File: src/rtl/nibble_serial_add_ctrl.sv
`default_nettype none
// ============================================================================
// Module      : nibble_serial_add_ctrl
// Description : Sequences a WIDTH-bit add through one shared external 4-bit
//               adder slice, one nibble per cycle, LSB first. With REDUNDANT=1
//               a second pass re-adds with operands swapped and flags any
//               nibble-sum or carry-out disagreement as a fault.
// Revision    : 1.0 - initial release
// ============================================================================
module nibble_serial_add_ctrl #(
  parameter int WIDTH     = 16,
  parameter bit REDUNDANT = 1'b1
) (
  input  logic             clk_i,
  input  logic             rst_ni,
  input  logic             start_i,
  output logic             ready_o,
  input  logic [WIDTH-1:0] a_i,
  input  logic [WIDTH-1:0] b_i,
  input  logic             cin_i,
  output logic [3:0]       add_a_o,
  output logic [3:0]       add_b_o,
  output logic             add_cin_o,
  input  logic [3:0]       add_sum_i,
  input  logic             add_cout_i,
  output logic [WIDTH-1:0] sum_o,
  output logic             cout_o,
  output logic             fault_o,
  output logic             valid_o,
  input  logic             res_ready_i
);

  localparam int              N      = WIDTH / 4;
  localparam int              KW     = (N > 1) ? $clog2(N) : 1;
  localparam logic [KW-1:0]   K_LAST = KW'(N - 1);

  typedef enum logic [1:0] {
    IDLE  = 2'd0,
    PASS1 = 2'd1,
    PASS2 = 2'd2,
    DONE  = 2'd3
  } state_e;

  state_e           state_q;
  logic [KW-1:0]    k_q;
  logic [WIDTH-1:0] a_q;
  logic [WIDTH-1:0] b_q;
  logic [WIDTH-1:0] sum_q;
  logic             cin_q;
  logic             carry_q;
  logic             cout_q;
  logic             fault_q;
  logic             valid_q;
  logic             ready_q;

  logic [3:0]       a_nib;
  logic [3:0]       b_nib;
  logic [3:0]       sum_nib;
  logic             first_nib;
  logic             last_nib;
  logic             mismatch;

  // Current nibble of each stored operand / stored pass-1 sum.
  assign a_nib     = a_q[{k_q, 2'b00} +: 4];
  assign b_nib     = b_q[{k_q, 2'b00} +: 4];
  assign sum_nib   = sum_q[{k_q, 2'b00} +: 4];
  assign first_nib = (k_q == '0);
  assign last_nib  = (k_q == K_LAST);

  // Pass-2 disagreement with pass 1: nibble sum, plus carry-out on the last nibble.
  assign mismatch  = (add_sum_i != sum_nib) || (last_nib && (add_cout_i != cout_q));

  // Adder-slice drive decoded from registered state only; zero outside the passes.
  always_comb begin
    add_a_o   = 4'd0;
    add_b_o   = 4'd0;
    add_cin_o = 1'b0;
    if (state_q == PASS1) begin
      add_a_o   = a_nib;
      add_b_o   = b_nib;
      add_cin_o = first_nib ? cin_q : carry_q;
    end else if (state_q == PASS2) begin
      add_a_o   = b_nib;
      add_b_o   = a_nib;
      add_cin_o = first_nib ? cin_q : carry_q;
    end
  end

  // Sequencer: accept, two nibble-serial passes, then hold the result until taken.
  always_ff @(posedge clk_i or negedge rst_ni) begin
    if (!rst_ni) begin
      state_q <= IDLE;
      k_q     <= '0;
      a_q     <= '0;
      b_q     <= '0;
      sum_q   <= '0;
      cin_q   <= 1'b0;
      carry_q <= 1'b0;
      cout_q  <= 1'b0;
      fault_q <= 1'b0;
      valid_q <= 1'b0;
      ready_q <= 1'b1;
    end else begin
      case (state_q)
        IDLE: begin
          if (start_i) begin
            a_q     <= a_i;
            b_q     <= b_i;
            cin_q   <= cin_i;
            sum_q   <= '0;
            cout_q  <= 1'b0;
            fault_q <= 1'b0;
            carry_q <= 1'b0;
            k_q     <= '0;
            ready_q <= 1'b0;
            state_q <= PASS1;
          end
        end
        PASS1: begin
          sum_q[{k_q, 2'b00} +: 4] <= add_sum_i;
          carry_q                  <= add_cout_i;
          if (last_nib) begin
            cout_q <= add_cout_i;
            k_q    <= '0;
            if (REDUNDANT) begin
              state_q <= PASS2;
            end else begin
              state_q <= DONE;
              valid_q <= 1'b1;
            end
          end else begin
            k_q <= k_q + KW'(1);
          end
        end
        PASS2: begin
          // The carry register is reused: pass 2 restarts the chain from cin_q at k=0.
          carry_q <= add_cout_i;
          if (mismatch) begin
            fault_q <= 1'b1;
          end
          if (last_nib) begin
            k_q     <= '0;
            state_q <= DONE;
            valid_q <= 1'b1;
          end else begin
            k_q <= k_q + KW'(1);
          end
        end
        DONE: begin
          if (res_ready_i) begin
            valid_q <= 1'b0;
            ready_q <= 1'b1;
            state_q <= IDLE;
          end
        end
        default: begin
          state_q <= IDLE;
        end
      endcase
    end
  end

  assign ready_o = ready_q;
  assign valid_o = valid_q;
  assign sum_o   = sum_q;
  assign cout_o  = cout_q;
  assign fault_o = REDUNDANT ? fault_q : 1'b0;

endmodule
`default_nettype wire

File: config.mk
export PLATFORM = sky130hd
export DESIGN_NAME = nibble_serial_add_ctrl
export DESIGN_NICKNAME = d
export VERILOG_FILES = /design/src/rtl/nibble_serial_add_ctrl.sv
export SDC_FILE = /design/constraint.sdc
export NUM_CORES = 1
export LEC_CHECK = 0
export CAP_MARGIN = 20
export CORE_MARGIN = 1.5
export CORE_UTILIZATION = 40
export CTS_BUF_LIST = sky130_fd_sc_hd__clkbuf_16
export DETAILED_ROUTE_END_ITERATION = 8
export GPL_ROUTABILITY_DRIVEN = 0
export MAX_ROUTING_LAYER = met4
export PLACE_DENSITY = 0.64
export SYNTH_ARGS = -nofsm -noshare
export SYNTH_HDL_FRONTEND = slang
export SYNTH_SLANG_ARGS = --single-unit
File: constraint.sdc
create_clock -name clk_i -period 4.2 [get_ports clk_i]
set_clock_uncertainty 0.1 [all_clocks]
set_input_delay 1.26 -clock clk_i [delete_from_list [all_inputs] [get_ports clk_i]]
set_output_delay 1.26 -clock clk_i [all_outputs]
set_load 0.05 [all_outputs]
==> impl_metrics.json, run 1 <==
{
  "status": "completed",
  "required_ps": 2840,
  "portBuffers": 70,
  "setup_tns_ps": 0,
  "hold_violations": 0,
  "synth_fp_nets": 266,
  "dieArea_sq_mm": 0.00792,
  "synth_area_sq_mm": 0.00296,
  "gr-usage-all-layers_pct": 18.8,
  "clkLatencyLatePin_ps": 320,
  "n_fill_cell": 638,
  "worst_slew_pin_slew_ps": 504,
  "drtAntennaViolNets": 0,
  "relSlewSlack_pct": 66.3,
  "setup_ws_ps": 279,
  "cts_setup_buffers": 0,
  "timing.hold.ws_ps": 406,
  "layout.cells.non_filler": 394,
  "cts_sinks": 58,
  "end_kind": "output port",
  "syn2layout_area_growth_pct": 38.6,
  "route.detailed.drc": 0,
  "antenna_cells": 0,
  "slowest_delay_ps": 800,
  "final_cell_mix": "clkdlybuf4s50_1 (66), dfrtp_1 (57), mux2_2 (34)",
  "fin_crit_sh_pct": 93.4,
  "cts_buffers": 9,
  "p_leak_nw": 1.76,
  "first_pass_iters": 4,
  "hold_class": "flip-flop to flip-flop",
  "crit_path_start_kind": "flip-flop",
  "root_buffer": "clkbuf_16",
  "layout_commonest_cell": "clkdlybuf4s50_1",
  "die_x_um": 89.0,
  "rsz0062_at_grt": "false",
  "maxCapViolCount": 0,
  "ir_drop_mv": 0.745,
  "cts_max_level": 3,
  "crit_buf_inv": 2,
  "finalSetupViolations": 0,
  "fp.dieH_um": 89.0,
  "via_per_inst": 5.25,
  "cp_cell_sequence": "inv_1, ha_1, nor2b_2, a22o_1, clkdlybuf4s50_1",
  "ys_warn_count": 0,
  "grt_max_degree": 50,
  "ys_types": 32,
  "yosysTopAreaCell": "dfrtp_1",
  "start_util_pct": 41.0,
  "wire_per_inst_um": 16.7,
  "cp_max_fo": 8,
  "drt_iter0_markers": 83,
  "synth_edf_count": 0,
  "synth-main-ff-cell": "dfrtp_1",
  "cts_tree": "yes",
  "grt-ovfl-total": 0,
  "avgSynthCellArea_sq_um": 13.8,
  "synth.top_cell.area_share_pct": 48.2,
  "power.density_mw_per_mm2": 833,
  "pre_cts_ws_ps": 452,
  "grt_pass1_vias": 2136,
  "dp.cells": 377,
  "cpLargestDelayFamily": "buffers and inverters",
  "multi_input_area_sq_mm": 0.00141,
  "worstSetupPathType": "flip-flop to output port",
  "cts_resized": 0,
  "cts_hold_buf": 0,
  "drive_above_1_share_pct": 26.8,
  "rows": 31,
  "vias": 2067,
  "nNetsFinal": 342,
  "async_reset_ff_share_pct": 100,
  "synth_seq_cells": 58,
  "clock_path_buffers": 2,
  "seq_area_sq_mm": 0.00145,
  "yosysSeqAreaShare_pct": 49.1,
  "slew_viol_final": 0,
  "core_sq_mm": 0.00721,
  "layout_min_cycle_time_ps": 3920,
  "grt_first_pass_wirelength_um": 10600,
  "io_pins": 71,
  "fmax_ghz": 0.255,
  "hpwl_um": 4670,
  "synthCells": 214,
  "antenna_found_initial": 0,
  "crit_arrival_ps": 2560,
  "wirelength_um": 6570,
  "cp_slowest_cell": "clkdlybuf4s50_1",
  "clkTransAtPathRegs_ps": 50,
  "yosys-top-cells-area": "dfrtp_1 (48%), mux2_2 (13%), mux4_2 (8.4%)"
}
final cells by class:
class / count / share of cell area (%)
clock buffer: 9 / 5.50
timing repair buffer: 76 / 18.2
inverter: 7 / 0.641
tap: 99 / 3.02
multi-input combinational: 138 / 34.5
sequential: 58 / 35.5
clock inverter: 7 / 2.69
where the power goes:
part / switching [mW] / total, mW / internal, mW
registers: 0.155 / 0.938 / 0.783
logic: 0.931 / 1.66 / 0.732
clock network: 0.240 / 0.812 / 0.573
total: 1.33 / 3.41 / 2.09
final timing paths:
| check | start | to | slack, ps | cells after the start |
|---|---|---|---|---|
| worst max-delay path | state_q[0]$_DFFE_PN0P_ | add_b_o[0] | 280 | 5 |
| worst min-delay path | b_q[11]$_DFFE_PN0P_ | b_q[11]$_DFFE_PN0P_ | 410 | 1 |
| worst max register to register | k_q[0]$_DFFE_PN0P_ | sum_o[7]$_DFFE_PN0P_ | 1650 | 7 |
| worst min register to register | b_q[11]$_DFFE_PN0P_ | b_q[11]$_DFFE_PN0P_ | 410 | 1 |
| max in group asynchronous | rst_ni | a_q[2]$_DFFE_PN0P_ | 2530 | 3 |
| min in group asynchronous | rst_ni | b_q[1]$_DFFE_PN0P_ | 760 | 1 |
through the flow:
stage / utilization (%) / cell area [sq um] / total power [mW]
6_report: 56.8 / 4100 / 3.41
5_1_grt: 56.8 / 4100 / 3.60
4_1_cts: 56.5 / 4070 / 3.44
3_5_place_dp: 51.8 / 3740 / 2.61
3_3_place_gp: 51.8 / 3740 / 2.59
2_1_floorplan: - / 2960 / 2.16
flip-flops by register name, summed over array words and instances (netlist names):
name,cells
cin_q,1
b_q,16
cout_o,1
fault_o,1
sum_o,16
state_q,2
carry_q,1
k_q,2
ready_o,1
a_q,16
valid_o,1
Yosys cell counts (2+ instances only):
library cell	instances
dfrtp_1	57
nand2b_1	2
nand2_1	8
a22o_1	24
buf_6	2
ha_1	10
mux2_2	34
nor3_2	3
inv_1	7
a32oi_1	4
nor2_1	4
xor2_1	4
nor2b_1	3
o21ai_0	9
mux4_2	11
a21oi_1	5
buf_2	6
o21ai_2	2
mux2i_1	6
routing by layer:
layer,global-route usage (%),vias up,wire length (um)
met5,-,-,0
met4,7.83,0,136
met3,5.45,12,420
met2,29.3,71,3170
met1,23.1,1024,2850
li1,-,960,-
cell families (layout without fill, tap and decap cells):
family / count (synthesis) / in the layout / synth area share (%)
flops: 58 / 58 / 49.1
mux: 53 / 53 / 24.8
compound gates: 44 / 44 / 11.3
simple gates: 26 / 26 / 5.97
buf+inv: 18 / 99 / 3.17
fa+ha+maj: 10 / 10 / 4.23
xor+xnor: 5 / 5 / 1.48
No activity file was read; power rests on OpenSTA's default activity.
==> run 2, diff against run 1 <==
--- a/config.mk
+++ b/config.mk
@@ -8,7 +8,7 @@
 export CAP_MARGIN = 20
 export CORE_MARGIN = 1.5
 export CORE_UTILIZATION = 40
-export CTS_BUF_LIST = sky130_fd_sc_hd__clkbuf_16
+export CTS_BUF_LIST = sky130_fd_sc_hd__clkbuf_8 sky130_fd_sc_hd__clkbuf_16
 export DETAILED_ROUTE_END_ITERATION = 8
 export GPL_ROUTABILITY_DRIVEN = 0
 export MAX_ROUTING_LAYER = met4
==> impl_metrics.json, run 2 (synthesis results as in run 1) <==
{
  "cpLargestDelayFamily": "buffers and inverters",
  "crit_path_start_kind": "flip-flop",
  "end_kind": "output port",
  "cp_max_fo": 8,
  "slowest_delay_ps": 800,
  "dp.cells": 377,
  "power.density_mw_per_mm2": 804,
  "status": "completed",
  "cts_buffers": 9,
  "crit_arrival_ps": 2590,
  "maxCapViolCount": 0,
  "grt-ovfl-total": 0,
  "layout.cells.non_filler": 394,
  "first_pass_iters": 4,
  "cts_tree": "yes",
  "fmax_ghz": 0.253,
  "wire_per_inst_um": 16.4,
  "layout_commonest_cell": "clkdlybuf4s50_1",
  "final_cell_mix": "clkdlybuf4s50_1 (66), dfrtp_1 (57), mux2_2 (34)",
  "fp.dieH_um": 89.0,
  "slew_viol_final": 0,
  "antenna_found_initial": 0,
  "cp.depth": 5,
  "drtAntennaViolNets": 0,
  "start_util_pct": 41.0,
  "cp_cell_sequence": "inv_1, ha_1, nor2b_2, a22o_1, clkdlybuf4s50_1",
  "wirelength_um": 6470,
  "grt_max_degree": 50,
  "r2r-end": "sum_o[7]$_DFFE_PN0P_",
  "cts_setup_buffers": 0,
  "rrSetupSlack_ps": 1680,
  "rr_worst_depth": 7,
  "cts_max_level": 3,
  "cts_sinks": 58,
  "syn2layout_area_growth_pct": 35.5,
  "vias": 2037,
  "cts_resized": 0,
  "nNetsFinal": 342,
  "p_leak_nw": 1.71,
  "rsz0062_at_grt": "false",
  "grt_first_pass_wirelength_um": 10500,
  "root_buffer": "clkbuf_8",
  "fin_crit_sh_pct": 94.1,
  "route.detailed.drc": 0,
  "reg2reg_from": "k_q[0]$_DFFE_PN0P_",
  "grt_pass1_vias": 2110,
  "relSlewSlack_pct": 66.3,
  "worst_slew_pin_slew_ps": 504,
  "cts_hold_buf": 0,
  "gr-usage-all-layers_pct": 18.5,
  "layout_min_cycle_time_ps": 3950,
  "worstSetupPathType": "flip-flop to output port",
  "crit_buf_inv": 2,
  "power_mw": 3.22,
  "ir_drop_mv": 0.744,
  "timing.hold.ws_ps": 404,
  "cp-startpoint": "state_q[0]$_DFFE_PN0P_",
  "hpwl_um": 4670,
  "drive_above_1_share_pct": 27.1,
  "core_sq_mm": 0.00721,
  "dieArea_sq_mm": 0.00792,
  "finalSetupViolations": 0,
  "portBuffers": 70,
  "clock_path_buffers": 2,
  "final_util_pct": 55.5,
  "antenna_cells": 0,
  "clkLatencyLatePin_ps": 330,
  "rows": 31,
  "cp_slowest_cell": "clkdlybuf4s50_1",
  "drt_iter0_markers": 59,
  "setup_tns_ps": 0,
  "critPathCapture": "add_b_o[0]",
  "die_x_um": 89.0,
  "via_per_inst": 5.17,
  "io_pins": 71,
  "clkTransAtPathRegs_ps": 70,
  "required_ps": 2840,
  "hold_class": "flip-flop to flip-flop",
  "hold_violations": 0
}
[run 2: stage by stage]
stage | worst slack, ps | area (sq um)
5_1_grt | 135 | 4010
2_1_floorplan | 1100 | 2960
4_1_cts | 58.6 | 3980
6_report | 247 | 4010
3_5_place_dp | 452 | 3740
3_3_place_gp | 527 | 3740
[run 2: worst min path at each step]
stage	start	to	slack, ps	cells after the start
6_report	b_q[15]$_DFFE_PN0P_	b_q[15]$_DFFE_PN0P_	400	1
5_1_grt	a_q[11]$_DFFE_PN0P_	a_q[11]$_DFFE_PN0P_	420	1
4_1_cts	b_q[15]$_DFFE_PN0P_	b_q[15]$_DFFE_PN0P_	410	1
3_5_place_dp	b_q[15]$_DFFE_PN0P_	b_q[15]$_DFFE_PN0P_	390	1
3_3_place_gp	a_q[11]$_DFFE_PN0P_	a_q[11]$_DFFE_PN0P_	380	1
2_1_floorplan	a_q[10]$_DFFE_PN0P_	a_q[10]$_DFFE_PN0P_	370	1
[run 2: per-layer routing]
metal	part of all wire, %	GRT usage (%)
met1	44	23.0
met2	47	28.5
met3	6.1	5.17
met4	2.6	7.97
met5	0	-
[run 2: final cells by class]
| cell class | count | area, sq um |
|---|---|---|
| sequential | 58 | 1450 |
| clock inverter | 6 | 106 |
| inverter | 7 | 26.3 |
| multi-input combinational | 138 | 1410 |
| timing repair buffer | 76 | 746 |
| tap | 99 | 124 |
| clock buffer | 10 | 138 |
| fill | 643 | 3210 |
[run 2: where the power goes]
| part | internal (mW) | switching [mW] | total, mW |
|---|---|---|---|
| Combinational | 0.732 | 0.928 | 1.66 |
| Sequential | 0.782 | 0.154 | 0.936 |
| Clock | 0.407 | 0.218 | 0.625 |
| Total | 1.92 | 1.30 | 3.22 |
==> run 3, diff against run 2 <==
--- a/config.mk
+++ b/config.mk
@@ -11,7 +11,6 @@
 export CTS_BUF_LIST = sky130_fd_sc_hd__clkbuf_8 sky130_fd_sc_hd__clkbuf_16
 export DETAILED_ROUTE_END_ITERATION = 8
 export GPL_ROUTABILITY_DRIVEN = 0
-export MAX_ROUTING_LAYER = met4
 export PLACE_DENSITY = 0.64
 export SYNTH_ARGS = -nofsm -noshare
 export SYNTH_HDL_FRONTEND = slang
==> impl_metrics.json, run 3 (synthesis results as in run 1) <==
{
  "status": "completed",
  "rows": 31,
  "route.detailed.drc": 0,
  "antenna_cells": 0,
  "cts_max_level": 3,
  "die_x_um": 89.0,
  "layout_commonest_cell": "clkdlybuf4s50_1",
  "drtAntennaViolNets": 0,
  "cp_slowest_cell": "clkdlybuf4s50_1",
  "start_util_pct": 41.0,
  "fmax_ghz": 0.253,
  "clkTransAtPathRegs_ps": 60,
  "fin_crit_sh_pct": 94.0,
  "power.density_mw_per_mm2": 804,
  "nNetsFinal": 342,
  "core_sq_mm": 0.00721,
  "gr-usage-all-layers_pct": 17.9,
  "cp_cell_sequence": "inv_1, ha_1, nor2b_2, a22o_1, clkdlybuf4s50_1",
  "finalSetupViolations": 0,
  "portBuffers": 70,
  "grt_max_degree": 50,
  "io_pins": 71,
  "drive_above_1_share_pct": 27.1,
  "crit_buf_inv": 2,
  "via_per_inst": 5.17,
  "clock_path_buffers": 2,
  "cts_sinks": 58,
  "grt-ovfl-total": 0,
  "setup_tns_ps": 0,
  "required_ps": 2840,
  "rsz0062_at_grt": "false",
  "grt_pass1_vias": 2111,
  "grt_first_pass_wirelength_um": 10500,
  "holdPathEnd": "b_q[15]$_DFFE_PN0P_",
  "vias": 2038,
  "slowest_delay_ps": 800,
  "dieArea_sq_mm": 0.00792,
  "rr_worst_depth": 7,
  "wirelength_um": 6460,
  "ir_drop_mv": 0.744,
  "cts_buffers": 9,
  "cts_tree": "yes",
  "cpLargestDelayFamily": "buffers and inverters",
  "rrSetupSlack_ps": 1680,
  "dp.cells": 377,
  "relSlewSlack_pct": 66.3,
  "hold_class": "flip-flop to flip-flop",
  "maxCapViolCount": 0,
  "layout.cells.non_filler": 394,
  "slew_viol_final": 0,
  "hold_depth": 1,
  "layout_min_cycle_time_ps": 3950,
  "hold_violations": 0,
  "cp_max_fo": 8,
  "p_leak_nw": 1.71,
  "syn2layout_area_growth_pct": 35.5,
  "crit_path_start_kind": "flip-flop",
  "final_cell_mix": "clkdlybuf4s50_1 (66), dfrtp_1 (57), mux2_2 (34)",
  "end_kind": "output port",
  "worstSetupPathType": "flip-flop to output port",
  "hpwl_um": 4670,
  "wire_per_inst_um": 16.4,
  "fp.dieH_um": 89.0,
  "hold_start": "b_q[15]$_DFFE_PN0P_",
  "worst_slew_pin_slew_ps": 504,
  "r2r-end": "sum_o[12]$_DFFE_PN0P_",
  "drt_iter0_markers": 52,
  "clkLatencyLatePin_ps": 330,
  "cts_hold_buf": 0,
  "antenna_found_initial": 0,
  "root_buffer": "clkbuf_8",
  "crit_arrival_ps": 2590,
  "reg2reg_from": "k_q[0]$_DFFE_PN0P_",
  "first_pass_iters": 4
}
## run 3: cell counts in the layout (fill, tap and decap cells not counted)
Identical to the previous run, type by type.
## run 3: repair_timing
| item | 4_1_cts | 5_1_grt |
|---|---|---|
| setup endpoints to repair | 0 | 6 |
| gates resized for setup | 0 | 1 |
| buffers inserted | 0 | 0 |
## run 3: worst max-delay path by stage
| stage | slack, ps | cells past startpoint | from | to |
|---|---|---|---|---|
| 3_3_place_gp | 530 | 5 | state_q[0]$_DFFE_PN0P_ | add_b_o[1] |
| 6_report | 250 | 5 | state_q[0]$_DFFE_PN0P_ | add_b_o[0] |
| 3_5_place_dp | 450 | 5 | state_q[0]$_DFFE_PN0P_ | add_b_o[1] |
| 2_1_floorplan | 1100 | 5 | k_q[1]$_DFFE_PN0P_ | add_cin_o |
| 4_1_cts | 60 | 5 | state_q[0]$_DFFE_PN0P_ | add_b_o[1] |
| 5_1_grt | 130 | 5 | state_q[0]$_DFFE_PN0P_ | add_b_o[0] |
## run 3: stage by stage
stage | hold slack [ps] | cell area (sq um) | worst slack (ps) | total power, mW | util [%]
floorplan | 374 | 2960 | 1100 | 2.16 | -
global placement | 384 | 3740 | 527 | 2.59 | 51.8
detailed placement | 393 | 3740 | 452 | 2.61 | 51.8
CTS | 409 | 3980 | 58.6 | 3.25 | 55.2
global route | 425 | 4010 | 135 | 3.40 | 55.5
finish | 403 | 4010 | 251 | 3.22 | 55.5
## run 3: per-layer routing
metal | routed length [um] | global-route usage [%] | vias up
li1 | - | - | 958
met1 | 2860 | 22.9 | 995
met2 | 3030 | 28.4 | 70
met3 | 403 | 5.17 | 15
met4 | 170 | 7.97 | 0
met5 | 0 | 0 | -
## run 3: final cells by class
cell class / count / area [sq um]
clock inverter: 6 / 106
timing repair buffer: 76 / 746
fill: 643 / 3210
tap: 99 / 124
clock buffer: 10 / 138
sequential: 58 / 1450
multi-input combinational: 138 / 1410
inverter: 7 / 26.3
## run 3: power by group
part           leakage (nW)  switching, mW  internal [mW]
Sequential            0.718          0.154          0.782
Combinational         0.868          0.927          0.732
Clock                 0.129          0.217          0.407
